<file path="config.mk">
export PLATFORM = sky130hd
export DESIGN_NAME = seq_alu
export DESIGN_NICKNAME = d
export VERILOG_FILES = /design/src/rtl/alu_pkg.sv /design/src/rtl/seq_muldiv.sv /design/src/rtl/seq_alu.sv
export SDC_FILE = /design/constraint.sdc
export NUM_CORES = 1
export LEC_CHECK = 0
export BUFFER_PORTS_ARGS = -buffer_cell sky130_fd_sc_hd__buf_2
export CAP_MARGIN = 30
export CORE_MARGIN = 2
export CORE_UTILIZATION = 50
export DETAILED_ROUTE_END_ITERATION = 16
export PLACE_DENSITY = 0.67
export SETUP_SLACK_MARGIN = 0.15
export SLEW_MARGIN = 40
export SYNTH_ARGS = -nofsm -noshare
export SYNTH_HDL_FRONTEND = slang
export SYNTH_SLANG_ARGS = --single-unit
</file>
<file path="constraint.sdc">
create_clock -name clk -period 9.6 [get_ports clk]
set_input_delay 0.48 -clock clk [delete_from_list [all_inputs] [get_ports clk]]
set_output_delay 0.48 -clock clk [all_outputs]
set_load 0.05 [all_outputs]
</file>
<file path="src/rtl/alu_pkg.sv">
// Shared types for the sequential ALU: op codes, FSM states and op-class helpers.
package alu_pkg;

  typedef enum logic [3:0] {
    OP_ADD   = 4'h0,
    OP_SUB   = 4'h1,
    OP_AND   = 4'h2,
    OP_OR    = 4'h3,
    OP_XOR   = 4'h4,
    OP_SLL   = 4'h5,
    OP_SRL   = 4'h6,
    OP_SRA   = 4'h7,
    OP_SLT   = 4'h8,
    OP_SLTU  = 4'h9,
    OP_MUL   = 4'hA,
    OP_MULHU = 4'hB,
    OP_DIV   = 4'hC,
    OP_DIVU  = 4'hD,
    OP_REM   = 4'hE,
    OP_REMU  = 4'hF
  } alu_op_t;

  typedef enum logic [1:0] {
    ST_IDLE,
    ST_MUL,
    ST_DIV,
    ST_DONE
  } alu_state_t;

  function automatic logic is_mul(input alu_op_t op);
    return (op == OP_MUL) || (op == OP_MULHU);
  endfunction

  function automatic logic is_div(input alu_op_t op);
    return (op == OP_DIV) || (op == OP_DIVU) || (op == OP_REM) || (op == OP_REMU);
  endfunction

endpackage

</file>
<file path="src/rtl/seq_muldiv.sv">
// Iterative shift-add multiplier and restoring divider sharing one 2*WIDTH accumulator.
// One bit per cycle for WIDTH cycles; done_o flags the cycle of the last iteration.
module seq_muldiv
  import alu_pkg::*;
#(
  parameter int WIDTH = 32,
  parameter int SHW   = $clog2(WIDTH)
) (
  input  logic             clk_i,
  input  logic             rst_ni,
  input  logic             start_i,
  input  logic [3:0]       op_i,
  input  logic [WIDTH-1:0] a_i,
  input  logic [WIDTH-1:0] b_i,
  output logic             done_o,
  output logic [WIDTH-1:0] result_o
);

  logic [2*WIDTH-1:0] acc_q, acc_d;
  logic [WIDTH-1:0]   opnd_q;
  logic [SHW-1:0]     cnt_q;
  logic               run_q, div_q, hi_q, rem_q, neg_quo_q, neg_rem_q;
  logic [WIDTH:0]     add_sum, trial;
  logic [WIDTH-1:0]   quo, rmd;
  logic               signed_div, sgn_a, sgn_b;
  alu_op_t            op;

  assign op         = alu_op_t'(op_i);
  assign signed_div = (op == OP_DIV) || (op == OP_REM);
  assign sgn_a      = signed_div && a_i[WIDTH-1];
  assign sgn_b      = signed_div && b_i[WIDTH-1];

  // Multiply: acc = {partial high, remaining multiplier}; divide: acc = {remainder, dividend/quotient}.
  always_comb begin
    add_sum = {1'b0, acc_q[2*WIDTH-1:WIDTH]} + (acc_q[0] ? {1'b0, opnd_q} : '0);
    trial   = acc_q[2*WIDTH-1:WIDTH-1] - {1'b0, opnd_q};
    if (!div_q)
      acc_d = {add_sum, acc_q[WIDTH-1:1]};
    else if (!trial[WIDTH])
      acc_d = {trial[WIDTH-1:0], acc_q[WIDTH-2:0], 1'b1};
    else
      acc_d = {acc_q[2*WIDTH-2:0], 1'b0};
  end

  always_ff @(posedge clk_i or negedge rst_ni) begin
    if (!rst_ni) begin
      acc_q     <= '0;
      opnd_q    <= '0;
      cnt_q     <= '0;
      run_q     <= 1'b0;
      div_q     <= 1'b0;
      hi_q      <= 1'b0;
      rem_q     <= 1'b0;
      neg_quo_q <= 1'b0;
      neg_rem_q <= 1'b0;
    end else if (start_i) begin
      div_q     <= is_div(op);
      hi_q      <= (op == OP_MULHU);
      rem_q     <= (op == OP_REM) || (op == OP_REMU);
      // A zero divisor keeps the all-ones quotient unsigned; the remainder then equals a.
      neg_quo_q <= (sgn_a ^ sgn_b) && (b_i != '0);
      neg_rem_q <= sgn_a;
      acc_q     <= {{WIDTH{1'b0}}, (sgn_a ? -a_i : a_i)};
      opnd_q    <= sgn_b ? -b_i : b_i;
      cnt_q     <= '0;
      run_q     <= 1'b1;
    end else if (run_q) begin
      acc_q <= acc_d;
      cnt_q <= cnt_q + SHW'(1);
      if (done_o) run_q <= 1'b0;
    end
  end

  assign done_o = run_q && (cnt_q == SHW'(WIDTH - 1));
  assign quo    = acc_q[WIDTH-1:0];
  assign rmd    = acc_q[2*WIDTH-1:WIDTH];

  // Sign fix-up is applied on the way out, in the cycle the result is captured.
  always_comb begin
    if (!div_q)
      result_o = hi_q ? rmd : quo;
    else if (rem_q)
      result_o = neg_rem_q ? -rmd : rmd;
    else
      result_o = neg_quo_q ? -quo : quo;
  end

endmodule

</file>
<file path="src/rtl/seq_alu.sv">
// Sequential ALU: single-cycle ops computed here, MUL/DIV family delegated to seq_muldiv.
// Every result is captured in the first DONE cycle and held until out_ready.
module seq_alu
  import alu_pkg::*;
#(
  parameter int WIDTH = 32,
  parameter int SHW   = $clog2(WIDTH)
) (
  input  logic             clk,
  input  logic             rst_n,
  input  logic             in_valid,
  output logic             in_ready,
  input  logic [3:0]       op,
  input  logic [WIDTH-1:0] a,
  input  logic [WIDTH-1:0] b,
  output logic             out_valid,
  input  logic             out_ready,
  output logic [WIDTH-1:0] result,
  output logic             zero,
  output logic             lt,
  output logic             ltu,
  output logic             busy
);

  alu_state_t       state_q;
  alu_op_t          op_q, op_in;
  logic [WIDTH-1:0] a_q, b_q, result_q, result_d, md_result;
  logic             zero_q, lt_q, ltu_q, out_valid_q, busy_q, in_ready_q;
  logic             lt_d, ltu_d, md_start, md_done;
  logic [SHW-1:0]   shamt;

  assign op_in    = alu_op_t'(op);
  assign md_start = (state_q == ST_IDLE) && in_valid && (is_mul(op_in) || is_div(op_in));
  assign shamt    = b_q[SHW-1:0];
  assign lt_d     = $signed(a_q) < $signed(b_q);
  assign ltu_d    = a_q < b_q;

  seq_muldiv #(.WIDTH(WIDTH), .SHW(SHW)) u_muldiv (
    .clk_i    (clk),
    .rst_ni   (rst_n),
    .start_i  (md_start),
    .op_i     (op),
    .a_i      (a),
    .b_i      (b),
    .done_o   (md_done),
    .result_o (md_result)
  );

  always_comb begin
    result_d = '0;
    case (op_q)
      OP_ADD:  result_d = a_q + b_q;
      OP_SUB:  result_d = a_q - b_q;
      OP_AND:  result_d = a_q & b_q;
      OP_OR:   result_d = a_q | b_q;
      OP_XOR:  result_d = a_q ^ b_q;
      OP_SLL:  result_d = a_q << shamt;
      OP_SRL:  result_d = a_q >> shamt;
      OP_SRA:  result_d = $signed(a_q) >>> shamt;
      OP_SLT:  result_d = {{(WIDTH-1){1'b0}}, lt_d};
      OP_SLTU: result_d = {{(WIDTH-1){1'b0}}, ltu_d};
      OP_MUL, OP_MULHU, OP_DIV, OP_DIVU, OP_REM, OP_REMU: result_d = md_result;
      default: result_d = '0;
    endcase
  end

  always_ff @(posedge clk or negedge rst_n) begin
    if (!rst_n) begin
      state_q     <= ST_IDLE;
      op_q        <= OP_ADD;
      a_q         <= '0;
      b_q         <= '0;
      result_q    <= '0;
      zero_q      <= 1'b0;
      lt_q        <= 1'b0;
      ltu_q       <= 1'b0;
      out_valid_q <= 1'b0;
      busy_q      <= 1'b0;
      in_ready_q  <= 1'b1;
    end else begin
      case (state_q)
        ST_IDLE: begin
          if (in_valid) begin
            a_q        <= a;
            b_q        <= b;
            op_q       <= op_in;
            in_ready_q <= 1'b0;
            if (is_mul(op_in)) begin
              state_q <= ST_MUL;
              busy_q  <= 1'b1;
            end else if (is_div(op_in)) begin
              state_q <= ST_DIV;
              busy_q  <= 1'b1;
            end else begin
              state_q <= ST_DONE;
            end
          end
        end
        ST_MUL, ST_DIV: begin
          if (md_done) begin
            state_q <= ST_DONE;
            busy_q  <= 1'b0;
          end
        end
        ST_DONE: begin
          // First DONE cycle captures the result; afterwards wait for the consumer.
          if (!out_valid_q) begin
            result_q    <= result_d;
            zero_q      <= (result_d == '0);
            lt_q        <= lt_d;
            ltu_q       <= ltu_d;
            out_valid_q <= 1'b1;
          end else if (out_ready) begin
            out_valid_q <= 1'b0;
            in_ready_q  <= 1'b1;
            state_q     <= ST_IDLE;
          end
        end
        default: state_q <= ST_IDLE;
      endcase
    end
  end

  assign in_ready  = in_ready_q;
  assign out_valid = out_valid_q;
  assign result    = result_q;
  assign zero      = zero_q;
  assign lt        = lt_q;
  assign ltu       = ltu_q;
  assign busy      = busy_q;

endmodule
</file>
==> results.yml <==
place:
  hpwl_um: 89600
  place_ws_ns: 3.69
  place.gp.congestion: 1.17
  io_buffers: 109
cts:
  cts_tree: "yes"
  numCtsBuffers: 29
  ctsHoldBuffers: 1
  htreeDepth: 1
  postCtsSetupBuffers: 0
  clkSlewWorstSetupHoldPaths_ns: 0.07
  cts.sinks: 215
  clkLatencyLatePin_ns: 0.60
  clockRootBuffer: "clkbuf_16"
  clock_path_buffers: 3
  cts_resized: 0
drt:
  drcViolationCount: 0
  dr.pass1.iters: 6
  drt-initial-drc-count: 3358
  routed_wl_um: 118000
  drtAntennaViolNets: 0
  via_count: 27400
  avgViaCountPerCell: 6.94
  post_drt_wl_per_cell_um: 29.8
synthesis:
  synth_cell_types: 99
  post_synth.cell_area_avg_um2: 7.62
  yosysMostFrequentCell: "nand2_1"
  synth_ff_type: "dfrtp_1"
  synth_seq_cells: 215
  synth.top_cells.by_count: "nand2_1, o21ai_0, nor2_1, a21oi_1, dfrtp_1"
  netlist_instances: 3287
  yosys.area.top_type: "dfrtp_1"
  yosys_warnings: 0
  synth-edff-count: 0
  async_flop_share_pct: 100
  synthesis.nets: 3533
  syn_area_um2: 25100
  yosysSeqAreaShare_pct: 21.5
  synth_top_area_share_pct: 21.4
  synth_area_leaders: "dfrtp_1, ha_1, o21ai_0"
setup_path:
  start_kind: "flip-flop"
  cp_data_arrival_time_ns: 6.73
  crit_required_ns: 10.13
  path_max_fanout: 17
  crit_type: "reg2reg"
  cp-end-kind: "flip-flop"
layout:
  nFillCells: 4731
  final_layout_size_suffix_gt1_share_pct: 11.8
  fin_nets: 3500
  regArea_um2: 5400
  multi_input_comb_area_um2: 18300
  area_growth_pct: 8.31
grt:
  track_usage_pct: 44.0
  grt_max_degree: 99
  grt_pass1_vias: 26300
  grt_overflow: 0
  grt_pass1_wl_um: 173000
  antenna_found_initial: 6
timing:
  setup_viol: 0
  min_period_ns: 6.20
  timing.final.ws_setup_ns: 3.40
  fmax_mhz: 161
  report.final.slew_viol_count: 0
  slew_headroom_pct: 33.6
  fin_worst_skew_ns: 0.0262
  worst_slew_pin_slew_ns: 0.985
  finalHoldViolations: 0
  tns_ns: 0
  fin_crit_sh_pct: 64.6
  rsz0062_at_grt: "false"
floorplan:
  core-area_um2: 49800
  die_h_um: 228
  die_w_um: 228
  start_util_pct: 50.3
  num_io_pins: 110
  dieArea_um2: 51900
  rows: 82
status:
  status: "complete, no violations"
flow_run:
  maxCapViolCount: 0
min_path:
  min_path_type: "in2reg"
-- cell families after synthesis --
logic type,share of synthesized area (%)
flip-flops,21.5
AO/OA/AOI/OAI,27.8
AND/OR/NAND/NOR,19.2
multiplexers,10.2
adder cells (fa/ha/maj),8.85
buffers and inverters,6.08
XOR/XNOR,6.40
-- flip-flops by register name (all words and copies together), names as in the netlist --
name and flops:
a_q 32, b_q 32, busy 1, in_ready 1, lt 1, ltu 1
op_q 4, out_valid 1, result 32, state_q 2, u_muldiv.acc_q 64, u_muldiv.cnt_q 5
u_muldiv.div_q 1, u_muldiv.hi_q 1, u_muldiv.neg_quo_q 1, u_muldiv.neg_rem_q 1, u_muldiv.opnd_q 32, u_muldiv.rem_q 1
u_muldiv.run_q 1, zero 1
-- placed cells by master, fill, tap and decap left out, types with 14 or more instances in the layout --
cell	netlist	layout
a211oi_1	45	44
a21o_1	38	38
a21oi_1	216	215
a221oi_1	30	29
a31oi_1	31	31
and3_1	15	14
buf_2	11	111
buf_4	7	48
clkbuf_16	0	29
dfrtp_1	214	206
ha_1	170	170
inv_1	152	152
mux2_2	53	53
mux2i_1	118	118
mux4_2	34	34
nand2_1	389	388
nand2b_1	37	35
nand3_1	40	40
nand4_1	19	19
nor2_1	282	280
nor2b_1	30	30
nor3_1	69	65
nor4_1	31	28
o211ai_1	72	72
o21a_1	15	15
o21ai_0	335	333
o21ai_1	15	16
o21bai_1	22	22
o221ai_1	18	18
o22ai_1	31	31
o31ai_1	36	36
o41ai_1	19	19
or2_2	16	15
or3_1	38	38
or4_1	20	20
xnor2_1	94	94
xor2_1	89	88
-- routing by layer --
layer  share of wire [%]  GRT usage (%)  vias up
met2                  44           68.8     1724
met3                 9.2           9.01      465
met4                 9.6           35.1        8
met5               0.041              0        -
li1                    -              -    12000
met1                  37           52.9    13300
-- worst max-delay path: stages, from the launching register on --
cell,delay (ns)
dfrtp_1,0.78
clkinv_1,0.77
ha_1,0.69
a221oi_1,0.62
o22ai_1,0.32
and3b_1,0.30
o31ai_1,0.59
a41o_1,0.38
nand2_1,0.09
a31oi_1,0.41
o221ai_1,0.19
o21ai_0,0.22
nand4_1,0.21
nor4_2,0.32
a32o_2,0.21
-- per-stage QoR --
stage               hold slack, ns  instance area (um2)  utilization (%)  instances
CTS                          0.119                27100             54.5       3948
detailed placement           0.466                26100             52.4       3893
global route                 0.152                27100             54.5       3950
finish                       0.136                27100             54.5       3951
global placement             0.461                26000             52.2       3890
floorplan                    0.184                25100                -       3287
-- layout make-up --
type                    instances  area share [%]
inverters                     160            2.21
clock inverters                19           0.756
diodes                          2          0.0184
well taps                     672            3.10
clock buffers                  35            2.94
repair buffers                167            3.75
multi-input cells            2681            67.3
flip-flops and latches        215            19.9
-- path summary, 6_finish.rpt --
path | startpoint | to | slack, ns | depth (start not counted)
min in group asynchronous | rst_n | result[6]$_DFFE_PN0P_ | 0.44 | 2
max in group asynchronous | rst_n | u_muldiv.neg_rem_q$_DFFE_PN0P_ | 7.93 | 3
worst max register to register | b_q[4]$_DFFE_PN0P_ | zero$_DFFE_PN0P_ | 3.40 | 14
worst min-delay path | b[23] | b_q[23]$_DFFE_PN0P_ | 0.14 | 3
worst max-delay path | b_q[4]$_DFFE_PN0P_ | zero$_DFFE_PN0P_ | 3.40 | 14
worst min register to register | result[13]$_DFFE_PN0P_ | result[13]$_DFFE_PN0P_ | 0.48 | 2
Power is left out: the tool's default activity adds up to more than one toggle a clock period on the data nets, which glitch-free logic cannot reach.
